## config.mk

```make
export PLATFORM = sky130hd
export DESIGN_NAME = axis_fir_coeff_loader
export DESIGN_NICKNAME = d
export VERILOG_FILES = /design/src/rtl/axis_fir_coeff_loader.sv
export SDC_FILE = /design/constraint.sdc
export NUM_CORES = 1
export LEC_CHECK = 0
export ABC_CLOCK_PERIOD_IN_PS = 1850
export BUFFER_PORTS_ARGS = -buffer_cell sky130_fd_sc_hd__buf_4
export CORE_ASPECT_RATIO = 0.7
export CORE_MARGIN = 2
export CORE_UTILIZATION = 30
export CTS_BUF_LIST = sky130_fd_sc_hd__clkbuf_2
export DETAILED_ROUTE_END_ITERATION = 10
export MAX_ROUTING_LAYER = met4
export PLACE_DENSITY_LB_ADDON = 0.12
export SLEW_MARGIN = 20
export SYNTH_ARGS = -nofsm -noshare
export SYNTH_HDL_FRONTEND = slang
export SYNTH_SLANG_ARGS = --single-unit
```

## constraint.sdc

```tcl
create_clock -name CLK -period 1.85 [get_ports CLK]
set_clock_uncertainty 0.15 [all_clocks]
set_input_delay 0.185 -clock CLK [delete_from_list [all_inputs] [get_ports CLK]]
set_output_delay 0.185 -clock CLK [all_outputs]
set_load 0.03 [all_outputs]
```

## src/rtl/axis_fir_coeff_loader.sv

```systemverilog
// ============================================================================
// Module      : axis_fir_coeff_loader
// Description : Coefficient frame loader for axis_fir_filter. Accepts one
//               coefficient per AXI-Stream beat (TLAST on the final beat),
//               checks the frame length and drives the filter's
//               COEFF_ADDR/COEFF_DATA/COEFF_VALID write port.
//               Optional macro AXIS_FIR_COEFF_LOADER_SHADOW_EN: buffer the
//               frame in a shadow array and commit it only when complete.
// Revision    : 1.0 - initial release
// ============================================================================
`default_nettype none

module axis_fir_coeff_loader #(
    parameter int N_BYTES          = 4,
    parameter int COEFF_ADDR_WIDTH = 6,
    parameter int N_WORDS          = 32
) (
    input  logic                        CLK,
    input  logic                        RESET,
    input  logic [N_BYTES*8-1:0]        S_AXIS_TDATA,
    input  logic                        S_AXIS_TVALID,
    output logic                        S_AXIS_TREADY,
    input  logic                        S_AXIS_TLAST,
    output logic [COEFF_ADDR_WIDTH-1:0] COEFF_ADDR,
    output logic [N_BYTES*8-1:0]        COEFF_DATA,
    output logic                        COEFF_VALID,
    output logic                        LOAD_DONE,
    output logic                        LOAD_ERROR,
    output logic                        BUSY
);

    localparam int DATA_WIDTH = N_BYTES * 8;
    // One spare bit so the commit counter can reach N_WORDS itself.
    localparam int IDX_W = COEFF_ADDR_WIDTH + 1;
    localparam logic [IDX_W-1:0] C_LAST_IDX = IDX_W'(N_WORDS - 1);

    typedef enum logic [1:0] {
        IDLE_ST   = 2'd0,
        LOAD_ST   = 2'd1,
        DRAIN_ST  = 2'd2,
        COMMIT_ST = 2'd3
    } state_t;

    state_t                        r_state;
    logic [IDX_W-1:0]              r_idx;
    logic                          r_tready;
    logic                          r_coeff_valid;
    logic [COEFF_ADDR_WIDTH-1:0]   r_coeff_addr;
    logic [DATA_WIDTH-1:0]         r_coeff_data;
    logic                          r_load_done;
    logic                          r_load_error;
    logic                          w_accept;

`ifdef AXIS_FIR_COEFF_LOADER_SHADOW_EN
    localparam int SH_AW = $clog2(N_WORDS);
    localparam logic [IDX_W-1:0] C_N_WORDS = IDX_W'(N_WORDS);
    logic [DATA_WIDTH-1:0] r_shadow [0:N_WORDS-1];
`endif

    assign w_accept = S_AXIS_TVALID & r_tready;

    // Frame FSM: beat counting, length checking, write port and pulse generation.
    always_ff @(posedge CLK) begin
        if (RESET) begin
            r_state       <= IDLE_ST;
            r_idx         <= '0;
            r_tready      <= 1'b0;
            r_coeff_valid <= 1'b0;
            r_coeff_addr  <= '0;
            r_coeff_data  <= '0;
            r_load_done   <= 1'b0;
            r_load_error  <= 1'b0;
        end else begin
            r_coeff_valid <= 1'b0;
            r_load_done   <= 1'b0;
            r_load_error  <= 1'b0;
            r_tready      <= 1'b1;
            case (r_state)
                // IDLE and LOAD share one rule set: idx is 0 in IDLE, so a
                // TLAST there is always an early (1-beat) frame.
                IDLE_ST, LOAD_ST: begin
                    if (w_accept) begin
`ifdef AXIS_FIR_COEFF_LOADER_SHADOW_EN
                        r_shadow[r_idx[SH_AW-1:0]] <= S_AXIS_TDATA;
`else
                        r_coeff_valid <= 1'b1;
                        r_coeff_addr  <= r_idx[COEFF_ADDR_WIDTH-1:0];
                        r_coeff_data  <= S_AXIS_TDATA;
`endif
                        if (S_AXIS_TLAST) begin
                            r_idx   <= '0;
                            r_state <= IDLE_ST;
                            if (r_idx == C_LAST_IDX) begin
`ifdef AXIS_FIR_COEFF_LOADER_SHADOW_EN
                                // Start the commit burst right away with address 0.
                                r_state       <= COMMIT_ST;
                                r_tready      <= 1'b0;
                                r_coeff_valid <= 1'b1;
                                r_coeff_addr  <= '0;
                                r_coeff_data  <= r_shadow[0];
                                r_idx         <= IDX_W'(1);
`else
                                r_load_done   <= 1'b1;
`endif
                            end else begin
                                r_load_error <= 1'b1;
                            end
                        end else if (r_idx == C_LAST_IDX) begin
                            r_load_error <= 1'b1;
                            r_state      <= DRAIN_ST;
                            r_idx        <= '0;
                        end else begin
                            r_idx   <= r_idx + 1'b1;
                            r_state <= LOAD_ST;
                        end
                    end
                end
                DRAIN_ST: begin
                    if (w_accept && S_AXIS_TLAST) begin
                        r_state <= IDLE_ST;
                    end
                end
`ifdef AXIS_FIR_COEFF_LOADER_SHADOW_EN
                COMMIT_ST: begin
                    if (r_idx == C_N_WORDS) begin
                        r_load_done <= 1'b1;
                        r_state     <= IDLE_ST;
                        r_idx       <= '0;
                    end else begin
                        r_tready      <= 1'b0;
                        r_coeff_valid <= 1'b1;
                        r_coeff_addr  <= r_idx[COEFF_ADDR_WIDTH-1:0];
                        r_coeff_data  <= r_shadow[r_idx[SH_AW-1:0]];
                        r_idx         <= r_idx + 1'b1;
                    end
                end
`endif
                default: begin
                    r_state <= IDLE_ST;
                    r_idx   <= '0;
                end
            endcase
        end
    end

    assign S_AXIS_TREADY = r_tready;
    assign COEFF_VALID   = r_coeff_valid;
    assign COEFF_ADDR    = r_coeff_addr;
    assign COEFF_DATA    = r_coeff_data;
    assign LOAD_DONE     = r_load_done;
    assign LOAD_ERROR    = r_load_error;
    assign BUSY          = (r_state != IDLE_ST);

endmodule

`default_nettype wire

```

After elaboration in Yosys (flattened, before gate mapping)
Cells that the tools add are included.
- bits in registers: 51
- output and inout port bits: 43
- logic and storage cells: 43
- bits of input ports: 36
- multiplexer cells: 14
- bitwise gates (word level): 5
- $add $sub $neg: 1
- reduce and logical (&&, ||, !) cells: 10
- eq/ne operators: 5
- operators with widths (operator ; count):
    $mux 7 ; 3
    $pmux 7 s2 ; 1
    $mux 2 ; 4
    $add 7x1->7 const B ; 1
    $eq 7x5->1 const B ; 1
    $reduce_and 2->1 ; 3
    $mux 1 ; 5
    $ne 2x2->1 const B ; 2
    $not 1->1 ; 4
    $pmux 2 s2 ; 1
    $reduce_or 2->1 ; 2
    $reduce_or 4->1 ; 1
    $reduce_or 3->1 ; 1
    $eq 2x1->1 const B ; 1
    $eq 2x2->1 const B ; 1
    $logic_not 2->1 ; 1
    $reduce_bool 2->1 ; 1
    $and 1x1->1 ; 1
    $logic_and 1x1->1 ; 1

Depth between registers and ports, before layout
- depth after elaboration: 5
- gate-level depth with buffers: 9
- gate-level depth less buffers: 8

Worst setup path before layout
No wires, ideal clock.
- path kind: reg-to-reg
- start point: register r_idx[0]
- end point: register r_load_error, in the netlist LOAD_ERROR
- data required time: 1584 ps
- arrival: 1495 ps
- stages on the path, launching flop included: 7
- path slack: 90 ps
- clock period less this slack: 1760 ps
- buffers on the path: 1
- setup time: 116 ps
- cells stage by stage: dfxtp_1 -> ha_1 -> nand4_1 -> or3_1 -> buf_2 -> ha_1 -> and3_1
- word-level cells in the longest chain between the ends: 3
- elaborated cells on any way between the ends: 4
- those cells by class: eq/ne: 1; mux: 3
- ends and longest elaborated chain (what ; line ; text):
    from (decl) ; 45 ; logic [IDX_W-1:0] r_idx;
    from (signal assigned) ; 113 ; r_idx <= r_idx + 1'b1;
    $eq 7x5->1 (*) ; 93, 108 ;
    $mux 1, on equally long branches ; 108, 93 ;
    $mux 1 (*) ; 90 ; if (S_AXIS_TLAST) begin
    to (signal assigned) ; 76 ; r_load_error <= 1'b0;
    to (signal assigned) ; 106 ; r_load_error <= 1'b1;
    to (signal assigned) ; 109 ; r_load_error <= 1'b1;
    to (decl) ; 51 ; logic r_load_error;
Every way passes the cells marked *; elsewhere a longest branch is shown, timed or not.
A chain may end at the register's enable or synchronous reset.

Worst setup path after layout
- start point: register r_idx[1]
- end point: register r_state[1]
- word-level cells in the longest chain between the ends: 5
- ends and longest elaborated chain (what ; line ; text):
    $eq 7x5->1 ; 108 ; end else if (r_idx == C_LAST_IDX) begin
    $mux 2 ; 108 ;
    $mux 2 ; 90 ;
    $mux 2 ; 82 ; if (w_accept) begin
    $pmux 2 s2 ; 78 ; case (r_state)
    to (signal assigned) ; 92 ; r_state <= IDLE_ST;
    to (signal assigned) ; 110 ; r_state <= DRAIN_ST;
    to (signal assigned) ; 114 ; r_state <= LOAD_ST;
    to (decl) ; 44 ; state_t r_state;
No other way between the ends. The select of a mux whose other input is x is not followed.

==> results.toml <==
[status]
status = "complete, no violations"

[route]
firstDrtPassIters = 4
via_per_inst = 4.61
drc = 0
vias = 1981
avgRoutedWirePerCell_microns = 12.8
wl_microns = 5490
postRouteAntennaNets = 0
drt_iter0_markers = 79

[pwr]
p_clk_share_pct = 28.2
p_sw_share_pct = 27.6
internal_power_mw = 1.55
cellLeakagePower_nw = 1.34
power_mw = 2.14
p_comb_share_pct = 17.6
irDropWorstVdd_mv = 0.350
switching_power_uw = 589
pwr-share-seq_pct = 54.3
p_per_area_nw_per_um2 = 697

[setup_path]
endpoint = "r_state[1]"
critical_path_class = "register to register"
rr_worst_depth = 8
cp_max_fo = 4
rrSetupSlack_ns = 0.13
critPathBufInv = 1
cp_data_arrival_time_ns = 1.97
max_stage_delay_ns = 0.41
critPathCaptureType = "register"
worst-path-stages = 8
worstReg2RegStart = "r_idx[1]"
worst_setup_path_start_kind = "register"
reg2reg_to = "r_state[1]"
required_ns = 2.10
cp_slowest_cell = "dfxtp_2"
cp-startpoint = "r_idx[1]"
cp_top_family = "simple AND/OR/NAND/NOR gates"
worstPathCellList = "ha_2, nand4_1, or3_4, inv_1, ha_1, nor3b_2, a21oi_1, nor2_1"

[logic_synthesis]
async_flop_share_pct = 0
avgSynthCellArea_sq_um = 8.31
synthesis.nets = 276
yosys_most_used_dff = "dfxtp_1"
synth_edf_count = 0
seq_area_frac_synth_pct = 51.8
ys.warnings.count = 0
synth_top_cell_area_share_pct = 51.8
ys_seq_elements = 51
yosysUniqueCellTypes = 35
synth_area_leaders = "dfxtp_1 (52%), nand2_1 (15%), a21oi_1 (10%), buf_6 (2.3%), buf_2 (2.0%)"
netlist_area_sq_um = 1970
synthTopCellsByCount = "nand2_1 (81), dfxtp_1 (51), a21oi_1 (41), buf_2 (8)"
yosysMostFrequentCell = "nand2_1"
synthesis.instances = 237
yosys.area.top_type = "dfxtp_1"

[final_layout]
drive_above_1_share_pct = 31.5
fillCellCount = 627
nets = 390
n_antenna_cell = 0
layout.cells.non_filler = 430
synthToLayoutAreaGrowth_pct = 55.7
regArea_sq_um = 1020
multi_input_area_sq_um = 842

[clock_network]
clk_latency_ns = 0.44
cts_max_level = 2
clockRootBuffer = "clkbuf_2"
cts_tree = "built"
cts.path.max_buffers = 2
cts-buffers-inserted = 5
path_clk_slew_ns = 0.27
clock-sinks = 51

[flow_run]
drv_cap = 0

[sta]
finalHoldViolations = 0
fmax_ghz = 0.581
relSlewSlack_pct = 68.4
fin_crit_sh_pct = 93.0
slew_viol_final = 0
timing.hold.ws_ns = 0.321
setup_viol_count_final = 0
tightest_slew_ns = 0.470
period_needed_ns = 1.72
setup_tns_ns = 0

[placement]
hpwlAfterDp_microns = 3580
dp.cells = 386
place_congestion = 0.839
numPortBuffers = 78

[global_route]
grt_use_met1_pct = 21.1
grt_max_degree = 23
grt_use_total_pct = 16.0
antenna_found_initial = 0
grt_pass1_wl_microns = 8870
grt_busiest_layer = "met2"
grt-ovfl-total = 0
met3_usage_pct = 5.17
grt_pass1_vias = 1838
use_met2_pct = 23.2

[die]
start_util_pct = 31.4
core_area_sq_um = 6280
core.rowCount = 24
die_x_microns = 101
die_y_microns = 71.8
die_area_sq_um = 7240
ios = 79

[hold_path]
min_path_type = "register to register"
placed cells by master, fill, tap and decap left out, types with 2 or more instances in the layout:
master	n
a21oi_1	41
a31oi_1	2
and3_1	3
buf_4	89
clkbuf_2	5
dfxtp_1	49
dfxtp_2	2
dlygate4sd3_1	35
ha_1	2
inv_1	3
nand2_1	81
nand3_1	6
nor2_1	6
or2_2	2
logic make-up (layout without fill, tap and decap cells):
family                   Yosys count  in the layout  synth area share [%]
buffers and inverters             21            136                  6.04
adder cells (fa/ha/maj)            3              3                  1.91
flip-flops                        51             51                  51.8
multiplexers                       1              1                 0.508
AO/OA/AOI/OAI                     51             51                  14.4
AND/OR/NAND/NOR                  110            110                  25.4
sequential cells by signal (all words and copies together), names as in the netlist:
name / count
COEFF_ADDR: 6
r_state: 2
COEFF_VALID: 1
LOAD_DONE: 1
COEFF_DATA: 32
r_idx: 7
LOAD_ERROR: 1
S_AXIS_TREADY: 1
repair_timing:
item,CTS,global route
endpoints found under the setup margin,0,5
setup buffers,0,1
gates resized for setup,0,5
hold buffers,35,0
endpoints found under the hold margin,40,0
metal layers:
metal,up-vias,wire (microns)
met4,0,51
met2,55,2410
li1,1010,-
met3,4,351
met5,-,0
met1,912,2670
how the worst min path moves through the flow:
stage,depth (start not counted),from,slack (ns),endpoint
finish,2,COEFF_DATA[5],0.32,COEFF_DATA[5]
global route,4,S_AXIS_TDATA[27],0.30,COEFF_DATA[27]
CTS,4,S_AXIS_TDATA[18],0.31,COEFF_DATA[18]
detailed placement,3,S_AXIS_TDATA[18],0.29,COEFF_DATA[18]
global placement,3,S_AXIS_TDATA[31],0.28,COEFF_DATA[31]
floorplan,2,S_AXIS_TDATA[10],0.17,COEFF_DATA[10]
final cells by class:
class / count / area share [%]
Sequential cell: 51 / 33.4
Timing Repair Buffer: 124 / 33.2
Multi-Input combinational cell: 165 / 27.5
Tap cell: 78 / 3.18
Clock inverter: 3 / 1.43
Clock buffer: 5 / 0.816
Inverter: 4 / 0.490
power by group through the flow:
| stage | combinational, mW | clock (mW) | sequential, mW |
|---|---|---|---|
| floorplan | 0.104 | 0 | 1.25 |
| global placement | 0.316 | 0 | 1.18 |
| detailed placement | 0.317 | 0 | 1.18 |
| CTS | 0.376 | 0.626 | 1.16 |
| global route | 0.406 | 0.683 | 1.17 |
| finish | 0.376 | 0.602 | 1.16 |
worst reg2reg max path, delay by kind of cell, from the launching register on:
family / cells / cell delay [ns]
AO/OA/AOI/OAI: 1 / 0.05
adder cells (fa/ha/maj): 2 / 0.31
buffers and inverters: 1 / 0.06
flip-flops: 1 / 0.41
AND/OR/NAND/NOR: 4 / 0.69
stage by stage:
stage          utilization, %  setup slack [ns]  cell area, sq um
2_1_floorplan               -            0.0896              1970
3_3_place_gp             41.8            0.0949              2620
3_5_place_dp             41.8            0.0812              2620
4_1_cts                  48.5            0.0321              3040
6_report                 48.8             0.130              3070
5_1_grt                  48.8           -0.0229              3070
No activity file was read; power rests on OpenSTA's default activity.
